===== config.mk =====
export PLATFORM = sky130hd
export DESIGN_NAME = prio_encoder_q
export DESIGN_NICKNAME = d
export VERILOG_FILES = /design/src/rtl/prio_encoder_q.sv
export SDC_FILE = /design/constraint.sdc
export NUM_CORES = 1
export LEC_CHECK = 0
export ABC_AREA = 1
export CORE_MARGIN = 1
export CORE_UTILIZATION = 35
export CTS_CLUSTER_DIAMETER = 120
export DETAILED_ROUTE_END_ITERATION = 8
export PLACE_DENSITY = 0.74
export SYNTH_ARGS = -nofsm -noshare
export SYNTH_HDL_FRONTEND = slang
export SYNTH_SLANG_ARGS = --single-unit

===== constraint.sdc =====
create_clock -name clk -period 1.1 [get_ports clk]
set_clock_uncertainty 0.1 [all_clocks]
set_input_delay 0.165 -clock clk [delete_from_list [all_inputs] [get_ports clk]]
set_output_delay 0.165 -clock clk [all_outputs]
set_load 0.02 [all_outputs]

===== src/rtl/prio_encoder_q.sv =====
// prio_encoder_q: registered N-line priority encoder with a pending register,
// a per-line eligibility mask, fixed or round-robin arbitration, and a
// valid/ready output stage that presents one granted index at a time.
//
// Handshake: code_out is transferred on a rising clk edge where
// code_valid && code_ready. Once code_valid rises, code_out and code_valid
// stay stable until that transfer; code_ready is ignored while code_valid
// is low.
module prio_encoder_q #(
  parameter int N    = 8,
  parameter int IDXW = 3,
  parameter int EDGE = 1,
  parameter int RR   = 0
) (
  input  logic            clk,
  input  logic            rst_n,
  input  logic [N-1:0]    req_in,
  input  logic [N-1:0]    mask,
  output logic [IDXW-1:0] code_out,
  output logic            code_valid,
  input  logic            code_ready,
  output logic [N-1:0]    pending_out,
  output logic            none_out
);

  typedef enum logic {IDLE = 1'b0, PRESENT = 1'b1} state_e;

  state_e          state_q, state_d;
  logic [N-1:0]    req_prev_q, req_prev_d;
  logic [N-1:0]    pending_q, pending_d;
  logic [IDXW-1:0] code_q, code_d;
  logic [IDXW-1:0] last_q, last_d;
  logic            valid_q, valid_d;
  logic            none_q, none_d;

  logic [N-1:0]    set_v;
  logic [N-1:0]    clr_v;
  logic [N-1:0]    elig;
  logic [IDXW-1:0] winner;
  logic            hs;

  assign hs   = valid_q & code_ready;
  assign elig = pending_q & mask;

  // Capture: new requests (level or rising edge) merge into pending; a set
  // arriving in the handshake cycle wins over the clear of the granted line.
  always_comb begin
    req_prev_d = req_in;
    set_v      = (EDGE != 0) ? (req_in & ~req_prev_q) : req_in;
    clr_v      = '0;
    if (hs) clr_v[code_q] = 1'b1;
    pending_d  = (pending_q & ~clr_v) | set_v;
  end

  // Winner search: walk indices base-1, base-2, ... wrapping, ending at base.
  // Base is last_grant in round-robin mode and 0 in fixed mode, which makes
  // the fixed order N-1 down to 0. Later loop iterations have higher
  // priority, so the loop runs from the lowest-priority offset upward.
  always_comb begin
    int base;
    int idx;
    winner = '0;
    base   = (RR != 0) ? int'(last_q) : 0;
    idx    = 0;
    for (int off = N; off >= 1; off--) begin
      idx = base + N - off;
      if (idx >= N) idx = idx - N;
      if (elig[idx[IDXW-1:0]]) winner = idx[IDXW-1:0];
    end
  end

  // Output FSM: load the winner in IDLE, hold it in PRESENT until accepted.
  always_comb begin
    state_d = state_q;
    code_d  = code_q;
    valid_d = valid_q;
    last_d  = last_q;
    none_d  = ~(|elig) & ~valid_q;
    case (state_q)
      IDLE: begin
        if (|elig) begin
          code_d  = winner;
          valid_d = 1'b1;
          state_d = PRESENT;
        end
      end
      PRESENT: begin
        if (hs) begin
          valid_d = 1'b0;
          last_d  = code_q;
          state_d = IDLE;
        end
      end
      default: begin
        valid_d = 1'b0;
        state_d = IDLE;
      end
    endcase
  end

  // State registers with asynchronous active-low reset.
  always_ff @(posedge clk or negedge rst_n) begin
    if (!rst_n) begin
      state_q    <= IDLE;
      req_prev_q <= '0;
      pending_q  <= '0;
      code_q     <= '0;
      last_q     <= '0;
      valid_q    <= 1'b0;
      none_q     <= 1'b1;
    end else begin
      state_q    <= state_d;
      req_prev_q <= req_prev_d;
      pending_q  <= pending_d;
      code_q     <= code_d;
      last_q     <= last_d;
      valid_q    <= valid_d;
      none_q     <= none_d;
    end
  end

  assign code_out    = code_q;
  assign code_valid  = valid_q;
  assign pending_out = pending_q;
  assign none_out    = none_q;

endmodule

=== Word-level counts from Yosys, hierarchy flattened ===
Cells that the tools add are included.

* Register bits after elaboration: 22
* Bits in latches: 0
* Bits in writable memories: 0
* Memory bits (read-only): 0
* Input port bits: 19
* Output and inout port bits: 13
* Logic and storage cells: 41
* Memories: 0

* Add/sub/neg operators: 0
* Multipliers: 0
* Div/mod/pow operators: 0
* $lt $le $gt $ge: 2
* Eq/ne operators: 2
* Shift operators: 0
* Muxes and demuxes: 16
* Bitwise operators: 11
* Reductions and logical operators: 4

{| class="wikitable"
|+ Operator list
! operator !! number
|-
| $and A8 B8 Y8 || 3
|-
| $not A8 Y8 || 2
|-
| $mux W3 || 5
|-
| $mux W8 || 1
|-
| $or A8 B8 Y8 || 1
|-
| $reduce_or A8 Y1 || 1
|-
| $mux W1 || 6
|-
| $lt A3 B4 Y1 const B || 1
|-
| $pmux W1 S2 || 2
|-
| $reduce_and A2 Y1 || 2
|-
| $demux W1 S3 || 1
|-
| $ge A3 B1 Y1 const B || 1
|-
| $not A1 Y1 || 3
|-
| $and A1 B1 Y1 || 2
|-
| $mux W2 || 1
|-
| $ne A2 B1 Y1 const B || 1
|-
| $ne A2 B2 Y1 const B || 1
|-
| $logic_and A1 B1 Y1 || 1
|}

=== Depth between registers and ports, before layout ===
* Depth after elaboration: 8
* Mapped depth: 7
* Mapped depth without buffers: 7

=== Least setup slack after synthesis ===
OpenSTA, ideal clock, no wires.

* Path kind: reg2reg
* From: register pending_q[7] (netlist: pending_out[7])
* To: register code_q[0] (netlist: code_out[0])
* Library setup time: 0.122 ns
* Data arrival time: 1.002 ns
* Required time: 0.878 ns
* Path slack: -0.125 ns
* Cell stages (with the launch flop): 7
* Path buffers: 0
* Period minus slack after synthesis: 1.225 ns
* Path through: dfrtp_1 nand2_1 nand2_1 nor2_4 nand2_2 a21oi_1 a21oi_2

* Longest elaborated chain between the ends: 3
* Elaborated cells between the ends (all ways): 4
* Those cells by class: mux (1); bitwise (1); reduce/logical (2)

{| class="wikitable"
|+ RTL lines
! item !! line !! source
|-
| from (decl) || 30 || <nowiki>logic [N-1:0] pending_q, pending_d;</nowiki>
|-
| from (signal assigned) || 114 || <nowiki>pending_q <= pending_d;</nowiki>
|-
| $and A8 B8 Y8 (*) || 43 || <nowiki>assign elig = pending_q & mask;</nowiki>
|-
| $reduce_or A8 Y1 || 81 || <nowiki>if (|elig) begin</nowiki>
|-
| $reduce_and A2 Y1 (no source line) || - ||
|-
| to (signal assigned) || 115 || <nowiki>code_q <= code_d;</nowiki>
|-
| to (decl) || 31 || <nowiki>logic [IDXW-1:0] code_q, code_d;</nowiki>
|}

Mark *: on every way between the ends. The rest lies on a longest branch, timed or not.
A chain may end at the register's enable or synchronous reset.

=== Worst setup path in the final report ===
* From: register pending_q[5] (netlist: pending_out[5])
* To: register valid_q (netlist: code_valid)

* Longest elaborated chain between the ends: 4

{| class="wikitable"
|+ RTL lines
! item !! line !! source
|-
| $and A8 B8 Y8 || 43 ||
|-
| $reduce_or A8 Y1 || 81 ||
|-
| $ne A2 B2 Y1 (no source line) || - ||
|-
| $reduce_and A2 Y1 (no source line) || - ||
|-
| to (signal assigned) || 117 || <nowiki>valid_q <= valid_d;</nowiki>
|-
| to (decl) || 33 || <nowiki>logic valid_q, valid_d;</nowiki>
|}

No other way between the ends.

==> impl_metrics.py <==
metrics = {
    "timing": {
        "relSlewSlack_pct": 85.4,
        "fin_crit_ns": 1.26,
        "fin_tns_setup_ns": -1.95,
        "finalMaxSlewViolations": 0,
        "post-route-period-util_pct": 115,
        "worst_slew_pin_slew_ns": 0.218,
        "max_freq_mhz": 794,
        "hold_viol": 0,
        "worst_slack_ns": -0.160,
        "rsz0062_at_grt": "true",
        "setup_violations": 25,
    },
    "synthesis": {
        "synth.most_common_cell": "dfrtp_1",
        "synth_area_per_cell_um2": 9.72,
        "yosysTopAreaCell": "dfrtp_1",
        "synthCells": 91,
        "ys_async_sr_fraction_pct": 100,
        "ys.flop_type": "dfrtp_1",
        "synth_edf_count": 0,
        "synth-seq-cells": 22,
        "synth_commonest_cells": "dfrtp_1, nand2_1, o21ai_0, inv_1",
        "yosysSeqAreaShare_pct": 62.4,
        "yosysWarnings": 0,
        "synth.top_cell.area_share_pct": 59.4,
        "syn-num-nets": 110,
        "synth.area.top_cells": "dfrtp_1, nand2_1, o21ai_0, inv_1, nand2_2",
        "netlist_area_um2": 885,
        "synth_cell_type_count": 16,
    },
    "pwr": {
        "p_int_mw": 1.06,
        "ir_worst_vdd_uv": 823,
        "sequentialPowerShare_pct": 60.0,
        "power.share.combinational_pct": 12.0,
        "leakage_nw": 0.755,
        "swShare_pct": 23.1,
        "p_sw_mw": 0.319,
        "cellPowerDensity_mw_per_mm2": 863,
        "clock_power_share_pct": 27.9,
    },
    "cts": {
        "clk_latency_ns": 0.31,
        "ctsHtreeMaxLevel": 1,
        "cts_buffer_depth": 2,
        "cts_made_buffers": 3,
        "cts_tree": "done",
        "numClockSinks": 22,
        "clkSlewWorstSetupHoldPaths_ns": 0.12,
        "root_buffer": "clkbuf_4",
    },
    "critical_path": {
        "start_kind": "flip-flop",
        "cp.required_ns": 1.20,
        "crit_type": "reg -> reg",
        "end_kind": "flip-flop",
        "critPathMaxFanout": 4,
        "critPathArrivalTime_ns": 1.36,
    },
    "grt": {
        "grt_pass1_wl_um": 3590,
        "overflow": 0,
        "grt_max_degree": 14,
        "grt_pass1_vias": 869,
        "grt.total_usage_pct": 18.6,
        "antenna_found_initial": 0,
    },
    "routing": {
        "vias": 858,
        "routed_wirelength_um": 2530,
        "ant_nets": 0,
        "dr.pass1.iters": 4,
        "wl_per_cell_um": 14.1,
        "post-route-drc-count": 0,
        "drtIter0Drc": 12,
        "avgViaCountPerCell": 4.79,
    },
    "floorplan": {
        "chipWidth_um": 52.3,
        "dieHeight_um": 52.3,
        "initial_utilization_pct": 38.5,
        "ioPinCount": 32,
        "die_area_mm2": 0.00273,
        "num_rows": 17,
        "core_mm2": 0.00230,
    },
    "final_layout": {
        "n_antenna_cell": 0,
        "n_fill_cell": 175,
        "nets": 171,
        "drive_above_1_share_pct": 58.3,
        "layoutNonFillerInstCount": 179,
        "fin_area_mm2": 0.00160,
        "syn2layout_area_growth_pct": 80.6,
    },
    "placement": {
        "dp.cells": 164,
        "placed_area_mm2": 0.00137,
        "io_buffers": 31,
        "dpl.hpwl_um": 1590,
        "preCtsSetupSlack_ns": -0.310,
        "place_congestion": 0.893,
    },
    "run": {
        "cap_violations": 0,
    },
    "worst_hold_path": {
        "hold_path_class": "in -> async",
    },
    "outcome": {
        "status": "finished, violations left",
        "violations": "setup timing",
    },
}
==> cell families (layout without fill, tap and decap cells) <==
| logic type | count (synthesis) | after routing | share of synthesized area [%] |
|---|---|---|---|
| compound gates | 24 | 24 | 14.1 |
| buf+inv | 13 | 73 | 5.52 |
| flops | 22 | 22 | 62.4 |
| simple gates | 32 | 32 | 18.0 |
==> flip-flops by register name (all words and copies together), names as in the netlist <==
signal       count
none_out         1
state_q          1
req_prev_q       8
pending_out      8
code_valid       1
code_out         3
==> final cells by class <==
class / instances / area [µm²] / share of cell area [%]
Sequential cell: 22 / 562 / 35.2
Inverter: 13 / 56.3 / 3.52
Timing Repair Buffer: 56 / 527 / 33.0
Clock buffer: 4 / 26.3 / 1.64
Multi-Input combinational cell: 56 / 392 / 24.5
Tap cell: 28 / 35.0 / 2.19
==> routing by layer <==
layer | wire length [µm] | vias up | global-route usage (%) | share of wire, %
li1 | - | 411 | - | -
met1 | 993 | 409 | 19.3 | 39
met2 | 1390 | 32 | 34.4 | 55
met3 | 108 | 6 | 3.77 | 4.3
met4 | 38 | 0 | 10.5 | 1.5
met5 | 0 | - | 0 | 0
==> power by group through the flow <==
stage | Clock (mW) | Combinational, mW | Sequential [mW]
after floorplan | 0 | 0.0352 | 0.841
final | 0.386 | 0.166 | 0.828
after global placement | 0 | 0.143 | 0.841
after detailed placement | 0 | 0.146 | 0.843
after global routing | 0.439 | 0.182 | 0.830
after CTS | 0.400 | 0.154 | 0.828
==> worst paths after layout <==
kind / slack, ns / startpoint / depth (start not counted) / to
worst max-delay path: -0.16 / pending_out[5] / 6 / code_valid
worst min-delay path: 0.06 / rst_n / 2 / pending_out[1]
worst max register to register: -0.16 / pending_out[5] / 6 / code_valid
worst min register to register: 0.31 / req_prev_q[5] / 1 / pending_out[5]
max in group asynchronous: 0.62 / rst_n / 2 / none_out
min in group clk: 0.21 / req_in[6] / 1 / req_prev_q[6]
==> worst max-delay path, cell delays in order, from the launching register on <==
cell and delay, ns:
dfrtp_2 0.46, nand2_2 0.10, nand2_2 0.08, nor2_4 0.12
nand2_4 0.09, a21oi_2 0.16, a21oi_2 0.04
==> metrics by stage <==
step | hold slack (ns) | total power [mW] | util [%]
after floorplan | -0.231 | 0.877 | -
after global placement | 0.299 | 0.984 | 59.4
after detailed placement | 0.311 | 0.989 | 59.4
after CTS | 0.0543 | 1.38 | 64.4
after global routing | 0.0676 | 1.45 | 69.6
final | 0.0579 | 1.38 | 69.6
==> what timing repair did <==
action	CTS	global route
buffers inserted	4	7
gates resized for setup	103	21
pin swaps	6	13
endpoints found under the hold margin	0	0
endpoints found under the setup margin	26	27
hold buffers	0	0
cloned	0	0
==> layout by cell type, fill, tap and decap left out, types with 7 or more instances in the layout <==
master,instances
buf_6,17
nand2_2,12
clkdlybuf4s50_1,18
inv_1,10
nand2_4,7
nand2_1,7
o21ai_2,7
dfrtp_2,8
buf_4,20
o21ai_1,11
dfrtp_1,13
(Power assumes the default switching activity.)
